## src/rtl/pc_flow_unit_pkg.sv

```systemverilog
// Shared program-flow definitions: condition codes, status flag bit positions
// and default widths, also consumed by the controller and the ALU.
package pc_flow_unit_pkg;

  localparam int PC_WIDTH    = 16;
  localparam int INSTR_WIDTH = 16;
  localparam int NUM_FLAGS   = 5;

  // Status register layout {C,L,F,Z,N}
  localparam int FLAG_C = 4;
  localparam int FLAG_L = 3;
  localparam int FLAG_F = 2;
  localparam int FLAG_Z = 1;
  localparam int FLAG_N = 0;

  localparam logic [3:0] COND_EQ     = 4'h0;
  localparam logic [3:0] COND_NE     = 4'h1;
  localparam logic [3:0] COND_CS     = 4'h2;
  localparam logic [3:0] COND_CC     = 4'h3;
  localparam logic [3:0] COND_HI     = 4'h4;
  localparam logic [3:0] COND_LS     = 4'h5;
  localparam logic [3:0] COND_GT     = 4'h6;
  localparam logic [3:0] COND_LE     = 4'h7;
  localparam logic [3:0] COND_FS     = 4'h8;
  localparam logic [3:0] COND_FC     = 4'h9;
  localparam logic [3:0] COND_LO     = 4'hA;
  localparam logic [3:0] COND_HS     = 4'hB;
  localparam logic [3:0] COND_LT     = 4'hC;
  localparam logic [3:0] COND_GE     = 4'hD;
  localparam logic [3:0] COND_UC     = 4'hE;
  localparam logic [3:0] COND_ALWAYS = 4'hF;

  typedef enum logic [1:0] {
    PC_HOLD,
    PC_INC,
    PC_JUMP,
    PC_BRANCH
  } pc_sel_e;

endpackage

```

## src/rtl/pc_flow_unit_cond_eval.sv

```systemverilog
// Combinational condition-code evaluator: maps a 4-bit flag op and the
// status flags to a single take/don't-take bit.
module cond_eval
  import pc_flow_unit_pkg::*;
(
  input  logic [3:0]           flag_op,
  input  logic [NUM_FLAGS-1:0] flags,
  output logic                 cond
);

  logic c_flag, l_flag, f_flag, z_flag, n_flag;

  assign c_flag = flags[FLAG_C];
  assign l_flag = flags[FLAG_L];
  assign f_flag = flags[FLAG_F];
  assign z_flag = flags[FLAG_Z];
  assign n_flag = flags[FLAG_N];

  always_comb begin
    cond = 1'b0;
    case (flag_op)
      COND_EQ:     cond = z_flag;
      COND_NE:     cond = !z_flag;
      COND_CS:     cond = c_flag;
      COND_CC:     cond = !c_flag;
      COND_HI:     cond = l_flag;
      COND_LS:     cond = !l_flag;
      COND_GT:     cond = n_flag;
      COND_LE:     cond = !n_flag;
      COND_FS:     cond = f_flag;
      COND_FC:     cond = !f_flag;
      COND_LO:     cond = !l_flag && !z_flag;
      COND_HS:     cond = l_flag || z_flag;
      COND_LT:     cond = !n_flag && !z_flag;
      COND_GE:     cond = n_flag || z_flag;
      COND_UC:     cond = 1'b1;
      COND_ALWAYS: cond = 1'b1;
    endcase
  end

endmodule

```

## src/rtl/pc_flow_unit.sv

```systemverilog
// Program-flow responder: owns PC, status flags and instruction register,
// resolves jump/branch/increment commands and drives the fetch address.
module pc_flow_unit
  import pc_flow_unit_pkg::*;
#(
  parameter int               WIDTH    = PC_WIDTH,
  parameter logic [WIDTH-1:0] RESET_PC = '0
) (
  input  logic                   clk,
  input  logic                   reset,
  input  logic                   fetchPhase,
  input  logic                   pcAdd,
  input  logic                   pcJump,
  input  logic                   pcBranch,
  input  logic [3:0]             flagOp,
  input  logic [WIDTH-1:0]       immediate,
  input  logic [WIDTH-1:0]       jump_target,
  input  logic                   flagWrite,
  input  logic [NUM_FLAGS-1:0]   alu_flags,
  input  logic [WIDTH-1:0]       mem_rdata,
  output logic [WIDTH-1:0]       mem_addr,
  output logic [WIDTH-1:0]       pc,
  output logic [WIDTH-1:0]       link,
  output logic [INSTR_WIDTH-1:0] instruction,
  output logic [NUM_FLAGS-1:0]   flags,
  output logic                   taken
);

  logic [WIDTH-1:0]       pc_reg;
  logic [WIDTH-1:0]       pc_next;
  logic [WIDTH-1:0]       pc_plus_one;
  logic [NUM_FLAGS-1:0]   flags_reg;
  logic [INSTR_WIDTH-1:0] ir_reg;
  logic [INSTR_WIDTH-1:0] rdata_word;
  logic                   taken_reg;
  logic                   taken_next;
  logic                   cond;
  pc_sel_e                pc_sel;

  // Conditions always see the registered flags, never a same-cycle flagWrite.
  cond_eval u_cond_eval (
    .flag_op (flagOp),
    .flags   (flags_reg),
    .cond    (cond)
  );

  assign pc_plus_one = pc_reg + WIDTH'(1);

  generate
    if (WIDTH >= INSTR_WIDTH) begin : g_rdata_trunc
      assign rdata_word = mem_rdata[INSTR_WIDTH-1:0];
    end else begin : g_rdata_ext
      assign rdata_word = {{(INSTR_WIDTH-WIDTH){1'b0}}, mem_rdata};
    end
  endgenerate

  always_comb begin
    pc_sel = PC_HOLD;
    if (pcJump)        pc_sel = cond ? PC_JUMP : PC_INC;
    else if (pcBranch) pc_sel = cond ? PC_BRANCH : PC_INC;
    else if (pcAdd)    pc_sel = PC_INC;
  end

  always_comb begin
    pc_next    = pc_reg;
    taken_next = 1'b0;
    case (pc_sel)
      PC_INC:    pc_next = pc_plus_one;
      PC_JUMP: begin
        pc_next    = jump_target;
        taken_next = 1'b1;
      end
      PC_BRANCH: begin
        pc_next    = pc_reg + immediate;
        taken_next = 1'b1;
      end
      default:   pc_next = pc_reg;
    endcase
  end

  always_ff @(posedge clk or negedge reset) begin
    if (!reset) begin
      pc_reg    <= RESET_PC;
      flags_reg <= '0;
      ir_reg    <= '0;
      taken_reg <= 1'b0;
    end else begin
      pc_reg    <= pc_next;
      taken_reg <= taken_next;
      if (flagWrite)  flags_reg <= alu_flags;
      if (fetchPhase) ir_reg    <= rdata_word;
    end
  end

  assign pc          = pc_reg;
  assign mem_addr    = pc_reg;
  assign link        = pc_plus_one;
  assign instruction = fetchPhase ? rdata_word : ir_reg;
  assign flags       = flags_reg;
  assign taken       = taken_reg;

endmodule

```

## config.mk

```make
export PLATFORM = sky130hd
export DESIGN_NAME = pc_flow_unit
export DESIGN_NICKNAME = d
export VERILOG_FILES = /design/src/rtl/pc_flow_unit_pkg.sv /design/src/rtl/pc_flow_unit_cond_eval.sv /design/src/rtl/pc_flow_unit.sv
export SDC_FILE = /design/constraint.sdc
export NUM_CORES = 1
export LEC_CHECK = 0
export BUFFER_PORTS_ARGS = -buffer_cell sky130_fd_sc_hd__buf_2
export CAP_MARGIN = 20
export CORE_UTILIZATION = 40
export DETAILED_ROUTE_END_ITERATION = 8
export HOLD_SLACK_MARGIN = 0.05
export PLACE_DENSITY = 0.7
export RECOVER_POWER = 100
export SLEW_MARGIN = 20
export SYNTH_ARGS = -nofsm -noshare
export SYNTH_HDL_FRONTEND = slang
export SYNTH_SLANG_ARGS = --single-unit
```

## constraint.sdc

```tcl
create_clock -name clk -period 2.85 [get_ports clk]
set_input_delay 0.4275 -clock clk [delete_from_list [all_inputs] [get_ports clk]]
set_output_delay 0.4275 -clock clk [all_outputs]
set_load 0.05 [all_outputs]
```

==> implementation parameters <==
Parameter                              Value

Status
  Result of the run ... finished with violations
  Violated checks ... capacitance limit, slew limit

STA
  Final number of max-transition violations ... 39
  Maximum clock frequency ... 372 MHz
  Final setup fails ... 0
  Smallest hold slack ... approximately 370 ps
  Accumulated negative setup slack ... 0 ps
  Final hold viol count ... 0
  Worst setup margin ... 164 ps
  Part of the cycle the worst path needs ... between 90% and 100%
  Min cycle time layout ... approximately 2700 ps
  Relative slew slack ... -45.2%
  Worst-Margin Slew ... between 2000 and 2500 ps
  Setup repair after global routing missed its margin ... no
  Worst Skew ... approximately 11 ps

Placement
  HPWL Detailed ... 6.11 mm
  # placed instances ... roughly 520
  Post-placement cell area ... ~3600 sq um
  Number of buffers inserted by port buffering ... about 130
  Pre-CTS worst setup slack ... 208 ps
  GPL Wtd Cong ... between 0.8 and 0.9

CTS
  Hold-fix buffer count after cts ... 0
  Clock insertion delay at the later pin of the skew report ... between 200 and 300 ps
  Clock transition at the registers of the reported paths ... 90 ps
  CTS buffer count ... 5
  Number of setup buffers added after CTS ... 0
  Clk buf depth ... 2
  Root buffer cell ... clkbuf_8
  Number of gates given a new drive strength after cts ... 0
  Total clock sinks ... 38
  Deepest level of the CTS H-tree ... 2
  TritonCTS clock tree ... built

Global route
  Grt ovf ... 0
  First-pass GRT wire length ... between 10 and 15 mm
  Via count of the first global-routing pass ... around 2,600
  Antenna violations before repair ... 0
  Total routing resource utilization after global routing ... about a fifth
  Largest net degree at the start of global routing ... 39

Job
  # Max-Cap Violations ... 1

Detailed routing
  DRC violation count after routing ... 0
  Total wire length ... ~8.0 mm
  Iteration-0 DRC count of the detailed router ... roughly 110
  Post-detailed-route count of antenna-violating nets ... 0
  Post-detailed-route via-to-cell ratio ... roughly 5.3
  Average routed wire per standard cell ... 15.0 um
  Number of optimization iterations in the first detailed-route pass ... 4
  Routed via count ... 2,814

Power and ir drop
  Pwr/cell area ... approximately 1100 nW/um^2
  Worst VDD drop ... 695 uV
  Final Power ... around 3.9 mW
  Leak pwr ... 1.60 nW

Critical path
  Highest fanout seen on the critical path ... 9
  Endpoint required time on the critical path ... 2420 ps
  Setup slack on the worst flop-to-flop path ... roughly 270 ps
  Sort of element at the start of the critical path ... flip-flop
  Critical Path Sink Type ... output port
  Worst endpoint data arrival time ... between 2000 and 2500 ps
  Class of the most critical setup path ... flip-flop to output port

Logic synthesis
  Post-synthesis cell area ... a little under 3000 sq um
  Number of enable-type register cells in the synthesized netlist ... 0
  Net count of the mapped netlist ... 397
  Most common flop cell mapped by yosys ... dfrtp_1
  Part of the Yosys area used for sequential elements ... 32.9%
  Post-synthesis cell type count ... 57
  Area share of the leading cell type in the synthesized netlist ... roughly a third
  Cell count after synthesis ... between 300 and 400
  Most frequent cells after synthesis ... 38 x dfrtp_1, 26 x nand2_1, 25 x nor2_1
  Avg Cell Area, Syn ... approximately 9.1 sq um
  Number of synthesized register bits ... 38
  Cell with the most instances after synthesis ... dfrtp_1
  Yosys top cell by area ... dfrtp_1
  Cell types occupying the most area after synthesis ... dfrtp_1 33%, mux2_2 7.8%, ha_1 6.9%, xnor2_1 6.1%, buf_4 4.2%
  Async S/R FF share, synth ... 100%
  Count of warnings emitted by yosys ... 0

Floorplanning
  Boundary pin count ... 134
  Core outline area ... slightly below 7000 sq um
  Die width ... between 80 and 90 um
  Height of the chip ... between 80 and 90 um
  Effective utilization at floorplan ... between 40% and 50%
  Row Count ... 30
  Die area ... 7570 sq um

Cells and area
  Layout cells sized above 1 ... roughly 23%
  Net total in the final layout ... 516
  Share of the core filled with cells in the final layout ... between 50% and 60%
  Number of fillers in the final layout ... around 690
  Footprint of the multi-input gates ... ~1700 sq um
  Non-filler instance count after layout ... ~530
  Area of all placed cells without fillers ... 3590 sq um
  Number of diodes ... 0
  Seq. cell area ... 951 sq um
  Area growth, synth to finish ... 24.2%

Min path
  Worst min-delay path category ... primary input to flip-flop
## placed cells by master (no fill, tap or decap), drive strengths merged, types with 7 or more instances in the layout
cell type / synthesis / layout
a21oi: 22 / 22
and3: 7 / 7
buf: 19 / 66
clkbuf: 7 / 77
dfrtp: 38 / 38
ha: 16 / 16
inv: 15 / 15
mux2: 20 / 20
nand2: 26 / 26
nand3: 9 / 9
nor2: 25 / 25
o21ai: 13 / 13
xnor2: 20 / 20
xor2: 7 / 7
## per-layer routing
| layer | routed length [um] | up-vias | global-route usage, % |
|---|---|---|---|
| met2 | 3780 | 128 | 35.4 |
| met5 | 0 | - | 0 |
| met3 | 612 | 0 | 3.03 |
| met4 | 0 | 0 | 4.24 |
| li1 | - | 1379 | - |
| met1 | 3600 | 1307 | 29.2 |
## kinds of logic after synthesis
group / synth area share [%]
xor gates and xnor gates: 8.18
and+or+nand+nor: 14.1
AOI/OAI and AO/OA: 21.1
adders and majority gates: 7.62
muxes: 8.14
buffers and inverters: 7.97
DFF: 32.9
## report_power, final
part	switching, mW	total [mW]	internal (mW)
Combinational	1.87	2.54	0.671
Sequential	0.200	0.856	0.656
Clock	0.208	0.469	0.261
## final timing paths
path / startpoint / cells after the start / endpoint
max: mem_addr[2]$_DFFE_PN0P_ / 6 / link[15]
min: jump_target[5] / 3 / mem_addr[5]$_DFFE_PN0P_
max reg2reg: mem_addr[0]$_DFFE_PN0P_ / 10 / mem_addr[8]$_DFFE_PN0P_
min reg2reg: ir_reg[7]$_DFF_PN0_ / 1 / ir_reg[7]$_DFF_PN0_
max in group asynchronous: reset / 1 / flags[2]$_DFFE_PN0P_
min in group asynchronous: reset / 1 / mem_addr[0]$_DFFE_PN0P_
## layout make-up
cell class	count	share of cell area [%]
Inverter	15	1.57
Clock buffer	5	1.92
Timing Repair Buffer	138	17.3
Multi-Input combinational cell	237	48.2
Clock inverter	3	1.25
Tap cell	96	3.35
Sequential cell	38	26.5
## critical path, stage by stage (launching register included)
cell,delay [ps]
dfrtp_1,530
nand3_1,220
nor2b_1,270
nand3_1,240
nor2_1,190
xor2_1,210
clkbuf_2,310
(Power assumes the default switching activity.)
